## src/rtl/ddr_cmd_issuer.sv

```systemverilog
// ddr_cmd_issuer: arbitrates one read client, one write client and a mode-register
// load request onto the DDR command decoder's cmd/cmd_valid/busy handshake.
// Address and command code are latched at grant and held until the transaction ends.
// Optional idle power-down entry/exit is compiled in with `define DDR_IDLE_PWRDWN_EN.
//
// state     | meaning
// IDLE      | arbitrate requests, nothing in flight
// ISSUE     | command latched, strobe cmd_valid on exit
// ACCEPT    | strobe cycle, then check busy for acceptance (retry if not accepted)
// WAIT_DONE | decoder busy with our command, wait for busy to fall
// PD_ENTER  | power-down command issued, wait for any request (optional)
// PD_WAKE   | wake command issued, wait for busy low (optional)
module ddr_cmd_issuer #(
    parameter int   ADDR_W       = 24,
    parameter logic AUTO_PRE     = 1'b1,
    parameter int   IDLE_TIMEOUT = 1024
) (
    input  logic              clk,
    input  logic              rst_n,
    input  logic              init_done,
    input  logic              busy,
    output logic [3:0]        cmd,
    output logic              cmd_valid,
    output logic [ADDR_W-1:0] addr,
    input  logic              rd_req,
    input  logic [ADDR_W-1:0] rd_addr,
    input  logic              wr_req,
    input  logic [ADDR_W-1:0] wr_addr,
    input  logic              lmr_req,
    output logic              rd_grant,
    output logic              wr_grant,
    output logic              lmr_grant,
    output logic              rd_done,
    output logic              wr_done,
    output logic              lmr_done,
    output logic              pending
);

    localparam logic [3:0] CMD_RD  = AUTO_PRE ? 4'b0011 : 4'b0001;
    localparam logic [3:0] CMD_WR  = AUTO_PRE ? 4'b0100 : 4'b0010;
    localparam logic [3:0] CMD_PD  = 4'b0101;
    localparam logic [3:0] CMD_LMR = 4'b0110;

    typedef enum logic [2:0] {
        IDLE,
        ISSUE,
        ACCEPT,
        WAIT_DONE
`ifdef DDR_IDLE_PWRDWN_EN
        ,
        PD_ENTER,
        PD_WAKE
`endif
    } state_t;

    typedef enum logic [1:0] {
        K_RD,
        K_WR,
        K_LMR,
        K_PD
    } kind_t;

    state_t            state, state_nxt;
    kind_t             txn_kind, latch_kind;
    logic              rr_rd_first;
    logic [1:0]        retry_cnt;
    logic              latch, strobe, finish, retry;
    logic [3:0]        latch_cmd;
    logic [ADDR_W-1:0] latch_addr;
    logic              any_req;

    assign any_req = rd_req | wr_req | lmr_req;

`ifdef DDR_IDLE_PWRDWN_EN
    localparam int IDLE_CNT_W = $clog2(IDLE_TIMEOUT + 1);
    logic [IDLE_CNT_W-1:0] idle_cnt;
    logic                  idle_cond;

    assign idle_cond = (state == IDLE) && init_done && !busy && !any_req;

    // Count quiet idle cycles; any request, busy or leaving IDLE restarts the count.
    always_ff @(posedge clk or negedge rst_n) begin
        if (!rst_n) begin
            idle_cnt <= '0;
        end else if (idle_cond && !latch) begin
            idle_cnt <= idle_cnt + 1'b1;
        end else begin
            idle_cnt <= '0;
        end
    end
`endif

    // State register.
    always_ff @(posedge clk or negedge rst_n) begin
        if (!rst_n) begin
            state <= IDLE;
        end else begin
            state <= state_nxt;
        end
    end

    // Next-state, arbitration and handshake decisions.
    always_comb begin
        state_nxt  = state;
        latch      = 1'b0;
        latch_kind = K_RD;
        latch_cmd  = 4'b0000;
        latch_addr = '0;
        strobe     = 1'b0;
        finish     = 1'b0;
        retry      = 1'b0;
        case (state)
            IDLE: begin
                if (init_done && !busy) begin
                    if (lmr_req) begin
                        latch      = 1'b1;
                        latch_kind = K_LMR;
                        latch_cmd  = CMD_LMR;
                    end else if (rd_req && (!wr_req || rr_rd_first)) begin
                        latch      = 1'b1;
                        latch_kind = K_RD;
                        latch_cmd  = CMD_RD;
                        latch_addr = rd_addr;
                    end else if (wr_req) begin
                        latch      = 1'b1;
                        latch_kind = K_WR;
                        latch_cmd  = CMD_WR;
                        latch_addr = wr_addr;
                    end
`ifdef DDR_IDLE_PWRDWN_EN
                    else if (idle_cnt == IDLE_CNT_W'(IDLE_TIMEOUT - 1)) begin
                        latch      = 1'b1;
                        latch_kind = K_PD;
                        latch_cmd  = CMD_PD;
                    end
`endif
                end
                if (latch) begin
                    state_nxt = ISSUE;
                end
            end
            ISSUE: begin
                strobe    = 1'b1;
                state_nxt = ACCEPT;
            end
            ACCEPT: begin
                // The decoder registers the strobe, so busy is judged the cycle after it.
                if (!cmd_valid) begin
                    if (busy) begin
                        state_nxt = WAIT_DONE;
                    end else if (retry_cnt == 2'd3) begin
                        finish    = 1'b1;
                        state_nxt = IDLE;
                    end else begin
                        retry     = 1'b1;
                        state_nxt = ISSUE;
                    end
                end
`ifdef DDR_IDLE_PWRDWN_EN
                if (cmd_valid && txn_kind == K_PD) begin
                    state_nxt = PD_ENTER;
                end
`endif
            end
            WAIT_DONE: begin
                if (!busy) begin
                    finish    = 1'b1;
                    state_nxt = IDLE;
                end
            end
`ifdef DDR_IDLE_PWRDWN_EN
            PD_ENTER: begin
                if (any_req) begin
                    strobe    = 1'b1;
                    state_nxt = PD_WAKE;
                end
            end
            PD_WAKE: begin
                if (!busy) begin
                    state_nxt = IDLE;
                end
            end
`endif
            default: state_nxt = IDLE;
        endcase
    end

    // Registered outputs, transaction latch and round-robin pointer.
    always_ff @(posedge clk or negedge rst_n) begin
        if (!rst_n) begin
            cmd         <= 4'b0000;
            cmd_valid   <= 1'b0;
            addr        <= '0;
            rd_grant    <= 1'b0;
            wr_grant    <= 1'b0;
            lmr_grant   <= 1'b0;
            rd_done     <= 1'b0;
            wr_done     <= 1'b0;
            lmr_done    <= 1'b0;
            pending     <= 1'b0;
            txn_kind    <= K_RD;
            retry_cnt   <= 2'd0;
            rr_rd_first <= 1'b1;
        end else begin
            cmd_valid <= strobe;
            rd_grant  <= latch && (latch_kind == K_RD);
            wr_grant  <= latch && (latch_kind == K_WR);
            lmr_grant <= latch && (latch_kind == K_LMR);
            rd_done   <= finish && (txn_kind == K_RD);
            wr_done   <= finish && (txn_kind == K_WR);
            lmr_done  <= finish && (txn_kind == K_LMR);
            pending   <= (state_nxt != IDLE);
            if (latch) begin
                cmd       <= latch_cmd;
                addr      <= latch_addr;
                txn_kind  <= latch_kind;
                retry_cnt <= 2'd0;
            end else if (retry) begin
                retry_cnt <= retry_cnt + 2'd1;
            end
            if (latch && latch_kind == K_RD) begin
                rr_rd_first <= 1'b0;
            end else if (latch && latch_kind == K_WR) begin
                rr_rd_first <= 1'b1;
            end
        end
    end

    // Giving up after the last retry still reports done, but is a decoder protocol error.
    retry_exhausted_a: assert property (@(posedge clk) disable iff (!rst_n)
        !(state == ACCEPT && !cmd_valid && !busy && retry_cnt == 2'd3));

    // A zero timeout would make the idle counter compare meaningless.
    idle_timeout_a: assert property (@(posedge clk) IDLE_TIMEOUT > 0);

endmodule
```

## config.mk

```make
export PLATFORM = sky130hd
export DESIGN_NAME = ddr_cmd_issuer
export DESIGN_NICKNAME = d
export VERILOG_FILES = /design/src/rtl/ddr_cmd_issuer.sv
export SDC_FILE = /design/constraint.sdc
export NUM_CORES = 1
export LEC_CHECK = 0
export BUFFER_PORTS_ARGS = -buffer_cell sky130_fd_sc_hd__clkbuf_2
export CAP_MARGIN = 40
export CORE_ASPECT_RATIO = 1.5
export CORE_MARGIN = 10
export CORE_UTILIZATION = 44
export CTS_BUF_LIST = sky130_fd_sc_hd__clkbuf_4 sky130_fd_sc_hd__clkbuf_8
export DETAILED_ROUTE_END_ITERATION = 8
export MAX_ROUTING_LAYER = met4
export PLACE_DENSITY = 0.78
export SLEW_MARGIN = 5
export SYNTH_ARGS = -nofsm -noshare
export SYNTH_HDL_FRONTEND = slang
export SYNTH_SLANG_ARGS = --single-unit
```

## constraint.sdc

```tcl
create_clock -name clk -period 1.7 [get_ports clk]
set_clock_uncertainty 0.1 [all_clocks]
set_input_delay 0 -clock clk [delete_from_list [all_inputs] [get_ports clk]]
set_output_delay 0 -clock clk [all_outputs]
set_load 0.01 [all_outputs]
```

==> results of run 1 <==
[cell families (layout without fill, tap and decap cells)]
logic type	after synthesis	after routing	synth area share (%)
adder cells (fa/ha/maj)	1	1	0.585
flip-flops	43	43	50.4
AO/OA/AOI/OAI	69	69	21.1
buffers and inverters	32	171	6.78
other	1	3	0.175
AND/OR/NAND/NOR	74	74	21.1
[timing repair]
action	4_1_cts	5_1_grt
hold buffers	51	0
setup buffers	0	0
endpoints found under the hold margin	68	0
setup endpoints to repair	1	11
resized for setup	1	5
gates cloned	0	0
[metal layers]
metal | part of all wire (%) | track usage (%)
met4 | 4.9 | 10.1
met3 | 8.2 | 6.29
met5 | 0 | -
met1 | 37 | 21.4
met2 | 50 | 32.0
[through the flow]
stage,hold slack [ns],instance area (sq um),instances
6_report,0.0120,3350,427
5_1_grt,0.0378,3350,427
4_1_cts,0.00305,3330,426
3_5_place_dp,-0.211,2730,367
3_3_place_gp,-0.219,2710,366
2_1_floorplan,-0.396,2140,221
[cell type report]
class | count | area, sq um | share of cell area (%)
clock inverter | 3 | 15.0 | 0.449
clock buffer | 5 | 68.8 | 2.06
antenna | 1 | 2.50 | 0.0748
inverter | 6 | 22.5 | 0.673
timing repair buffer | 157 | 1130 | 33.7
multi-input combinational | 146 | 947 | 28.3
sequential | 43 | 1080 | 32.2
tap | 66 | 82.6 | 2.47
[worst min path at each step]
stage / start / to / slack (ns) / cells after the start
6_report: rst_n / cmd[2]$_DFFE_PN0P_ / 0.01 / 2
5_1_grt: rst_n / cmd[2]$_DFFE_PN0P_ / 0.04 / 2
4_1_cts: init_done / lmr_grant$_DFF_PN0_ / 0.003 / 3
3_5_place_dp: rst_n / addr[4]$_DFFE_PN0P_ / -0.21 / 1
3_3_place_gp: rst_n / addr[4]$_DFFE_PN0P_ / -0.22 / 1
2_1_floorplan: rst_n / addr[0]$_DFFE_PN0P_ / -0.40 / 0
[cells in the mapped netlist, types with 2 or more instances]
library cell  number  area [sq um]
inv_1              6          22.5
nand3_1           24           120
nor2_1             2          7.51
clkbuf_1          18          67.6
o211ai_1           3          22.5
o21ai_0            4          20.0
nand4_1           24           150
a31oi_1           49           307
nand2_1            2          7.51
nor3_1             4          20.0
dfrtp_1           42          1050
a21oi_1            3          15.0
nand2b_1           3          18.8
nor2b_1            2          12.5
and2_1             2          12.5
buf_6              2          22.5
or3_1              3          18.8
buf_2              5          25.0
o21bai_1           2          15.0
and3_1             2          12.5
[worst reg2reg max path, stage by stage, from the launching register on]
cell     delay (ns)
dfrtp_1        0.40
ha_2           0.20
or4_4          0.43
or3_1          0.34
a21oi_2        0.14
[power by group]
group | total [uW] | internal, uW | switching [uW]
logic | 1070 | 499 | 575
registers | 1400 | 1260 | 148
clock network | 638 | 282 | 357
[sequential cells by signal (all words and copies together), names as in the netlist]
register     count
cmd_valid        1
lmr_grant        1
rd_grant         1
cmd              3
wr_grant         1
retry_cnt        2
rd_done          1
lmr_done         1
rr_rd_first      1
pending          1
txn_kind         2
state            3
wr_done          1
addr            24
==> impl_metrics.json, run 1 <==
{
  "synth_ff_type": "dfrtp_1",
  "die_y_microns": 105,
  "root_buffer": "clkbuf_8",
  "synth_edf_count": 0,
  "syn-instance-count": 220,
  "post_synth_num_cell_types": 38,
  "power.leakage_uw": 0.00149,
  "fin_crit_sh_pct": 98.5,
  "drt-total-wl_mm": 7.98,
  "reg2reg_depth": 4,
  "seq_area_frac_synth_pct": 50.4,
  "period_minus_slack_ns": 1.67,
  "status": "finished, final reports clean",
  "cts_tree": "built",
  "tightest_slew_ns": 0.517,
  "dr.pass1.iters": 5,
  "place_ws_ns": 0.0167,
  "n_fill_cell": 346,
  "regToRegSetupSlack_ns": 0.03,
  "port_buffers": 89,
  "p_per_area_nw_per_um2": 931,
  "crit_path_start_kind": "register",
  "cpPeakStageDelay_ns": 0.43,
  "endpoint": "retry_cnt[0]$_DFFE_PN0P_",
  "grt_max_degree": 49,
  "area_growth_pct": 56.4,
  "rows": 31,
  "worstHoldPathType": "in -> async",
  "postRouteAntennaNets": 0,
  "start_util_pct": 44.8,
  "vdd_drop_max_v": 0.000540,
  "setup_ws_ns": 0.0254,
  "drive_above_1_share_pct": 35.0,
  "place_hpwl_mm": 4.93,
  "finalSetupViolCount": 0,
  "cap_violations": 0,
  "worstReg2RegStart": "retry_cnt[0]$_DFFE_PN0P_",
  "gp_congestion": 0.837,
  "vias": 2547,
  "arrival_ns": 1.80,
  "cp-startpoint": "retry_cnt[0]$_DFFE_PN0P_",
  "worstSetupEndpointType": "register",
  "critPathTopFamily": "simple AND/OR/NAND/NOR gates",
  "layout_common_cells": "clkbuf_2 (89), dlygate4sd3_1 (51), a31oi_1 (49)",
  "synth-async-reset-ratio_pct": 100,
  "grt_setup_unrepaired": "yes",
  "crit_fanout": 4,
  "grt_overflow": 0,
  "ctsLongestPathBuffers": 2,
  "wl_per_cell_microns": 18.7,
  "die_area_sq_um": 8110,
  "syn_area_sq_um": 2140,
  "antenna_found_initial": 1,
  "layout.nets": 415,
  "finalSetupTns_ns": 0,
  "track_usage_pct": 19.8,
  "ys_ff_latch": 43,
  "grt_pass1_wl_mm": 12.9,
  "cts_made_buffers": 5,
  "required_ns": 1.83,
  "clk_latency_ns": 0.30,
  "path_class": "reg -> reg",
  "io_pins": 91,
  "route.detailed.drc": 0,
  "slew_violations": 0,
  "yosys_warnings": 0,
  "r2r_end": "retry_cnt[0]$_DFFE_PN0P_",
  "htree_levels": 2,
  "timing.fmax_mhz": 597,
  "clkSinkCount": 43,
  "clk_pin_slew_worst_paths_ns": 0.08,
  "power_uw": 3110,
  "path_buf_inv": 0,
  "cp_num_cells": 4,
  "utilization_pct": 70.1,
  "avgViaCountPerCell": 5.96,
  "initialDrtViolationCount": 138,
  "slew_headroom_pct": 65.3,
  "grt_pass1_vias": 2552,
  "finalHoldViolations": 0,
  "core_area_sq_um": 4770,
  "slowest_stage": "or4_4",
  "final_common_cell": "clkbuf_2",
  "dieWidth_microns": 76.9,
  "syn_area_per_cell_sq_um": 9.73,
  "worstPathCellList": "ha_2, or4_4, or3_1, a21oi_2"
}
(Power assumes the default switching activity.)
==> run 2: changes to the inputs <==
- ABC_AREA: unset -> 1
- CORE_MARGIN: 10 -> unset
- CORE_UTILIZATION: 44 -> 47
- CTS_CLUSTER_SIZE: unset -> 25
- PLACE_DENSITY: 0.78 -> 0.79
==> run 2 against run 1 <==
Sequential power down 9%. Hold slack worse by 0.0034 ns. Total power down 1.4%. Via count up 1.9%. Final cell count up 22%. Synthesized cell count up 51%. Critical path depth up 4. Register-to-register slack better by 0.10 ns. Clock-buffer cell count unchanged. Non-clock buffer count down 27. Synthesized area up 21%. Clock power up 48%. Critical path type unchanged. Largest power group unchanged. Highest routed layer unchanged.
==> impl_metrics.json, run 2 <==
{
  "clk_pin_slew_worst_paths_ns": 0.08,
  "finalSetupViolCount": 0,
  "area_growth_pct": 36.0,
  "seq_area_frac_synth_pct": 41.6,
  "period_minus_slack_ns": 1.57,
  "slew_headroom_pct": 64.2,
  "finalSetupTns_ns": 0,
  "drt-total-wl_mm": 6.74,
  "vias": 2595,
  "cp_common_cell": "nand2_8",
  "cp-startpoint": "rr_rd_first$_DFFE_PN1P_",
  "n_fill_cell": 410,
  "synth_mux_area_share_pct": 0,
  "drive_above_1_share_pct": 30.8,
  "cpPeakStageDelay_ns": 0.54,
  "yosys.area.top_type_share_pct": 40.6,
  "fin_crit_sh_pct": 92.6,
  "synth_compound_area_share_pct": 2.37,
  "syn_area_per_cell_sq_um": 7.78,
  "yosys.area_share.simple_pct": 43.3,
  "p_per_area_nw_per_um2": 871,
  "tightest_slew_ns": 0.537,
  "worstSetupEndpointType": "register",
  "rows": 32,
  "finalHoldViolations": 0,
  "initialDrtViolationCount": 90,
  "yosysTopAreaCell": "dfrtp_1",
  "die_y_microns": 92.9,
  "clk_latency_ns": 0.30,
  "start_util_pct": 49.8,
  "synth.most_common_cell": "nand2_1",
  "post_synth_num_cell_types": 26,
  "utilization_pct": 67.7,
  "grt_overflow": 0,
  "status": "finished, final reports clean",
  "io_pins": 91,
  "synth_commonest_cells": "nand2_1 (119), dfrtp_1 (42), inv_1 (39), nand3_1 (36), nand4_1 (26)",
  "htree_levels": 2,
  "cap_violations": 0,
  "path_buf_inv": 1,
  "ys_ff_latch": 43,
  "grt_max_degree": 44,
  "grt_pass1_wl_mm": 11.2,
  "avgViaCountPerCell": 5.00,
  "largest_reg_flops": 24,
  "ctsLongestPathBuffers": 2,
  "regMostFlops": "addr",
  "layout.nets": 506,
  "regToRegSetupSlack_ns": 0.13,
  "gp_congestion": 0.905,
  "route.detailed.drc": 0,
  "port_buffers": 89,
  "worstPathCellList": "inv_2, nand2_8, nand2_8, nand2_4, nand2_8, nand2_2, nand2_1, nand2_1",
  "core_area_sq_um": 5200,
  "arrival_ns": 1.72,
  "required_ns": 1.85,
  "place_hpwl_mm": 4.45,
  "postCtsSetupRepairBufs": 0,
  "worstHoldStart": "wr_addr[12]",
  "grt_setup_unrepaired": "no",
  "cts_made_buffers": 5,
  "slowest_stage": "dfstp_2",
  "synth_adder_area_share_pct": 0.483,
  "yosys_warnings": 0,
  "clkSinkCount": 43,
  "synth_edf_count": 0,
  "die_area_sq_um": 5820,
  "wl_per_cell_microns": 13.0,
  "path_class": "reg -> reg",
  "vdd_drop_max_v": 0.000618,
  "grt_pass1_vias": 2510,
  "antenna_cells": 0,
  "crit_path_start_kind": "register",
  "postRouteAntennaNets": 0,
  "setup_ws_ns": 0.126,
  "critPathTopFamily": "simple AND/OR/NAND/NOR gates",
  "antenna_found_initial": 0,
  "synthXorXnorAreaFrac_pct": 0,
  "dieWidth_microns": 62.6,
  "top_regs": "addr: 24 flops, cmd: 3 flops, state: 3 flops",
  "worstReg2RegStart": "rr_rd_first$_DFFE_PN1P_",
  "power.leakage_uw": 0.00215,
  "dr.pass1.iters": 5,
  "timing.fmax_mhz": 635,
  "final_common_cell": "nand2_1",
  "synth_top_family_by_area": "simple AND/OR/NAND/NOR gates",
  "synth_ff_type": "dfrtp_1",
  "slew_violations": 0,
  "cts_tree": "built",
  "synth_area_leaders": "dfrtp_1 (41%), nand2_1 (17%), nand3_2 (7.3%), nand3_1 (7.0%), nand4_1 (6.3%)",
  "track_usage_pct": 25.0,
  "synth-async-reset-ratio_pct": 100,
  "root_buffer": "clkbuf_8",
  "worstHoldPathType": "in -> reg",
  "crit_fanout": 26,
  "syn_area_sq_um": 2590,
  "place_ws_ns": 0.0685,
  "syn-instance-count": 333,
  "layout_common_cells": "nand2_1 (118), clkbuf_2 (89), dfrtp_1 (42)"
}
[run 2: report_power, final]
group	total (uW)	switching [uW]	internal, uW	leakage [uW]
clock network	945	359	586	0.0000644
logic	850	489	362	0.00152
registers	1270	104	1170	0.000572
total	3070	953	2120	0.00215
[run 2: final cells by class]
| type | instances | area (sq um) | share of cell area, % |
|---|---|---|---|
| Timing Repair Buffer | 130 | 851 | 24.1 |
| Multi-Input combinational cell | 227 | 1210 | 34.4 |
| Sequential cell | 43 | 1080 | 30.6 |
| Clock inverter | 3 | 67.6 | 1.92 |
| Inverter | 43 | 161 | 4.58 |
| Tap cell | 68 | 85.1 | 2.41 |
| Clock buffer | 5 | 68.8 | 1.95 |
[run 2: final timing paths]
check,to,cells past startpoint
max,txn_kind[1]$_DFFE_PN0P_,8
min,addr[12]$_DFFE_PN0P_,7
max reg2reg,txn_kind[1]$_DFFE_PN0P_,8
min reg2reg,cmd[0]$_DFFE_PN0P_,2
max in group asynchronous,addr[22]$_DFFE_PN0P_,3
min in group asynchronous,addr[6]$_DFFE_PN0P_,3
[run 2: layer usage]
metal	vias up	GRT usage [%]	wire, microns
met2	91	45.1	3690
met4	0	9.69	98
met1	1202	27.7	2630
met3	9	2.96	316
li1	1293	-	-
met5	-	-	0
[run 2: timing repair]
action | 4_1_cts | 5_1_grt
setup endpoints to repair | 0 | 4
hold endpoints to repair | 72 | 0
resized for setup | 0 | 2
hold buffers | 34 | 0
[run 2: cells by family (layout without fill, tap and decap cells)]
family | after synthesis | count (layout)
buffers and inverters | 64 | 181
other | 1 | 2
adder cells (fa/ha/maj) | 1 | 1
AND/OR/NAND/NOR | 214 | 214
AO/OA/AOI/OAI | 10 | 10
flip-flops | 43 | 43
[run 2: metrics by stage]
step                      power, uW  hold WS, ns  area, sq um  std cells
after CTS                      3060      0.00122         3510        519
after floorplan                1780       -0.396         2590        334
final                          3070      0.00857         3520        519
after detailed placement       2060      0.00273         3040        477
after global routing           3240       0.0322         3520        519
after global placement         2040     -0.00917         3040        477
[run 2: worst reg2reg max path: cells and delay by family (launching register included)]
| kind | cells | cell delay [ns] |
|---|---|---|
| simple gates | 7 | 0.82 |
| flops | 1 | 0.54 |
| buf+inv | 1 | 0.07 |
==> run 3: changes to the inputs <==
- GPL_ROUTABILITY_DRIVEN: unset -> 0
- REMOVE_ABC_BUFFERS: unset -> 1
==> run 3 against run 2 <==
The flow now finishes with violations (negative hold slack). Die area is the same. Register-to-register slack is essentially flat. Critical path depth is the same. Setup slack is essentially flat. First-iteration DRC count grew 62%. Sequential share of layout area grew 0.55 points. Clock-buffer cell count grew 1. Clock power shrank 31%. Total power shrank 9.6%. Via count grew 0.46%. Largest cell class unchanged.
==> impl_metrics.json, run 3 (synthesis results as in run 2) <==
{
  "intPower_uw": 1830,
  "cts_made_buffers": 5,
  "p_per_area_nw_per_um2": 801,
  "grt_max_degree": 44,
  "n_fill_cell": 462,
  "postRouteAntennaNets": 0,
  "violations": "negative hold slack",
  "avgViaCountPerCell": 5.03,
  "crit_fanout": 26,
  "vias": 2607,
  "io_pins": 91,
  "core_area_sq_um": 5200,
  "area_growth_pct": 33.6,
  "status": "complete, but fails checks",
  "holdWs_ns": -0.000846,
  "regMostFlops": "addr",
  "grt_overflow": 0,
  "ctsLongestPathBuffers": 2,
  "finalHoldViolations": 1,
  "vdd_drop_max_v": 0.000439,
  "p_sw_uw": 944,
  "grt_pass1_wl_mm": 11.5,
  "power.share.combinational_pct": 30.5,
  "drt-total-wl_mm": 6.90,
  "path_class": "reg -> reg",
  "clkSinkCount": 43,
  "swShare_pct": 34.0,
  "tightest_slew_ns": 0.536,
  "die_y_microns": 92.9,
  "place_hpwl_mm": 4.61,
  "htree_levels": 2,
  "arrival_ns": 1.72,
  "clk_latency_ns": 0.30,
  "finalSetupTns_ns": 0,
  "power.share.clock_pct": 23.5,
  "route.detailed.drc": 0,
  "use_met2_pct": 45.7,
  "utilization_pct": 66.5,
  "dp.cells": 478,
  "initialDrtViolationCount": 146,
  "required_ns": 1.84,
  "dr.pass1.iters": 4,
  "clk_pin_slew_worst_paths_ns": 0.08,
  "slew_headroom_pct": 64.3,
  "cap_violations": 0,
  "grt_pass1_vias": 2509,
  "busiest_layer": "met2",
  "final_common_cell": "nand2_1",
  "period_minus_slack_ns": 1.57,
  "wl_per_cell_microns": 13.3,
  "port_buffers": 89,
  "crit_path_start_kind": "register",
  "grtUsageMet1_pct": 28.6,
  "worstHoldPathType": "in -> reg",
  "drive_above_1_share_pct": 30.9,
  "layout_common_cells": "nand2_1 (119), clkbuf_2 (89), dfrtp_1 (42)",
  "grt_setup_unrepaired": "no",
  "rows": 32,
  "fin_crit_sh_pct": 92.6,
  "dieWidth_microns": 62.6,
  "largest_reg_flops": 24,
  "layout.cells.non_filler": 518,
  "timing.fmax_mhz": 635,
  "worstSetupEndpointType": "register",
  "start_util_pct": 49.8,
  "slew_violations": 0,
  "cts_tree": "built",
  "top_regs": "addr: 24 flops, cmd: 3 flops, state: 3 flops",
  "layout.nets": 505,
  "power_uw": 2770,
  "antenna_found_initial": 0,
  "power.leakage_uw": 0.00213,
  "finalSetupViolCount": 0,
  "p_seq_share_pct": 46.0,
  "root_buffer": "clkbuf_8",
  "antenna_cells": 0,
  "track_usage_pct": 26.2,
  "grtUsageMet3_pct": 4.19,
  "die_area_sq_um": 5820
}
==> run 3: changes by cell type in the layout (fill, tap and decap cells not counted) <==
cell           delta
bufinv_16         -2
dlygate4sd3_1     -2
buf_4             +1
clkbuf_4          +1
clkinv_2          +1
nand2_1           +1
nand2_2           -1
==> run 3: power by group through the flow <==
stage | registers, uW | logic (uW) | clock network [uW]
2_1_floorplan | 1330 | 392 | 0
3_3_place_gp | 1290 | 764 | 0
3_5_place_dp | 1300 | 787 | 0
4_1_cts | 1280 | 846 | 656
5_1_grt | 1300 | 944 | 696
6_report | 1280 | 847 | 651
==> run 3: worst paths after layout <==
path / from / to / slack, ns / depth (start not counted)
setup reg to reg: rr_rd_first$_DFFE_PN1P_ / txn_kind[1]$_DFFE_PN0P_ / 0.13 / 8
hold / removal: wr_addr[22] / addr[22]$_DFFE_PN0P_ / -0.0008 / 7
hold reg to reg: cmd[2]$_DFFE_PN0P_ / cmd[2]$_DFFE_PN0P_ / 0.38 / 2
min in group asynchronous: rst_n / state[0]$_DFF_PN0_ / 0.20 / 3
max in group asynchronous: rst_n / rr_rd_first$_DFFE_PN1P_ / 0.91 / 3
setup / recovery: rr_rd_first$_DFFE_PN1P_ / txn_kind[1]$_DFFE_PN0P_ / 0.13 / 8
==> run 3: per-layer routing <==
layer  up-vias  wire length [microns]
met3        22                    284
met4         0                    268
met5         -                      0
met2        87                   3710
li1       1295                      -
met1      1203                   2640
==> run 3: worst max-delay path, cell delays in order (launching register included) <==
cell and delay (ns):
dfstp_2 0.54, inv_2 0.05, nand2_4 0.08, nand2_8 0.14
nand2_4 0.13, nand2_8 0.16, nand2_1 0.16, nand2_1 0.09
nand2_1 0.07
==> run 3: layout make-up <==
class	count	area [sq um]	share of cell area, %
multi-input combinational	227	1210	35.0
sequential	43	1080	31.1
timing repair buffer	129	838	24.2
clock inverter	2	12.5	0.361
tap	68	85.1	2.46
inverter	43	161	4.66
clock buffer	6	76.3	2.20
==> run 3: what timing repair did <==
action                                  CTS  global route
hold endpoints to repair                 72             0
endpoints found under the setup margin    0             2
hold buffers                             32             0
resized for setup                         0             1
setup buffers                             0             0
==> run 3: stage by stage <==
stage	worst slack (ns)	cell area, sq um	hold slack [ns]
detailed placement	0.129	3040	0.00422
finish	0.126	3460	-0.000846
global placement	0.197	3040	-0.0000683
CTS	0.103	3450	0.000367
floorplan	0.153	2440	-0.396
global route	0.0410	3460	0.0381
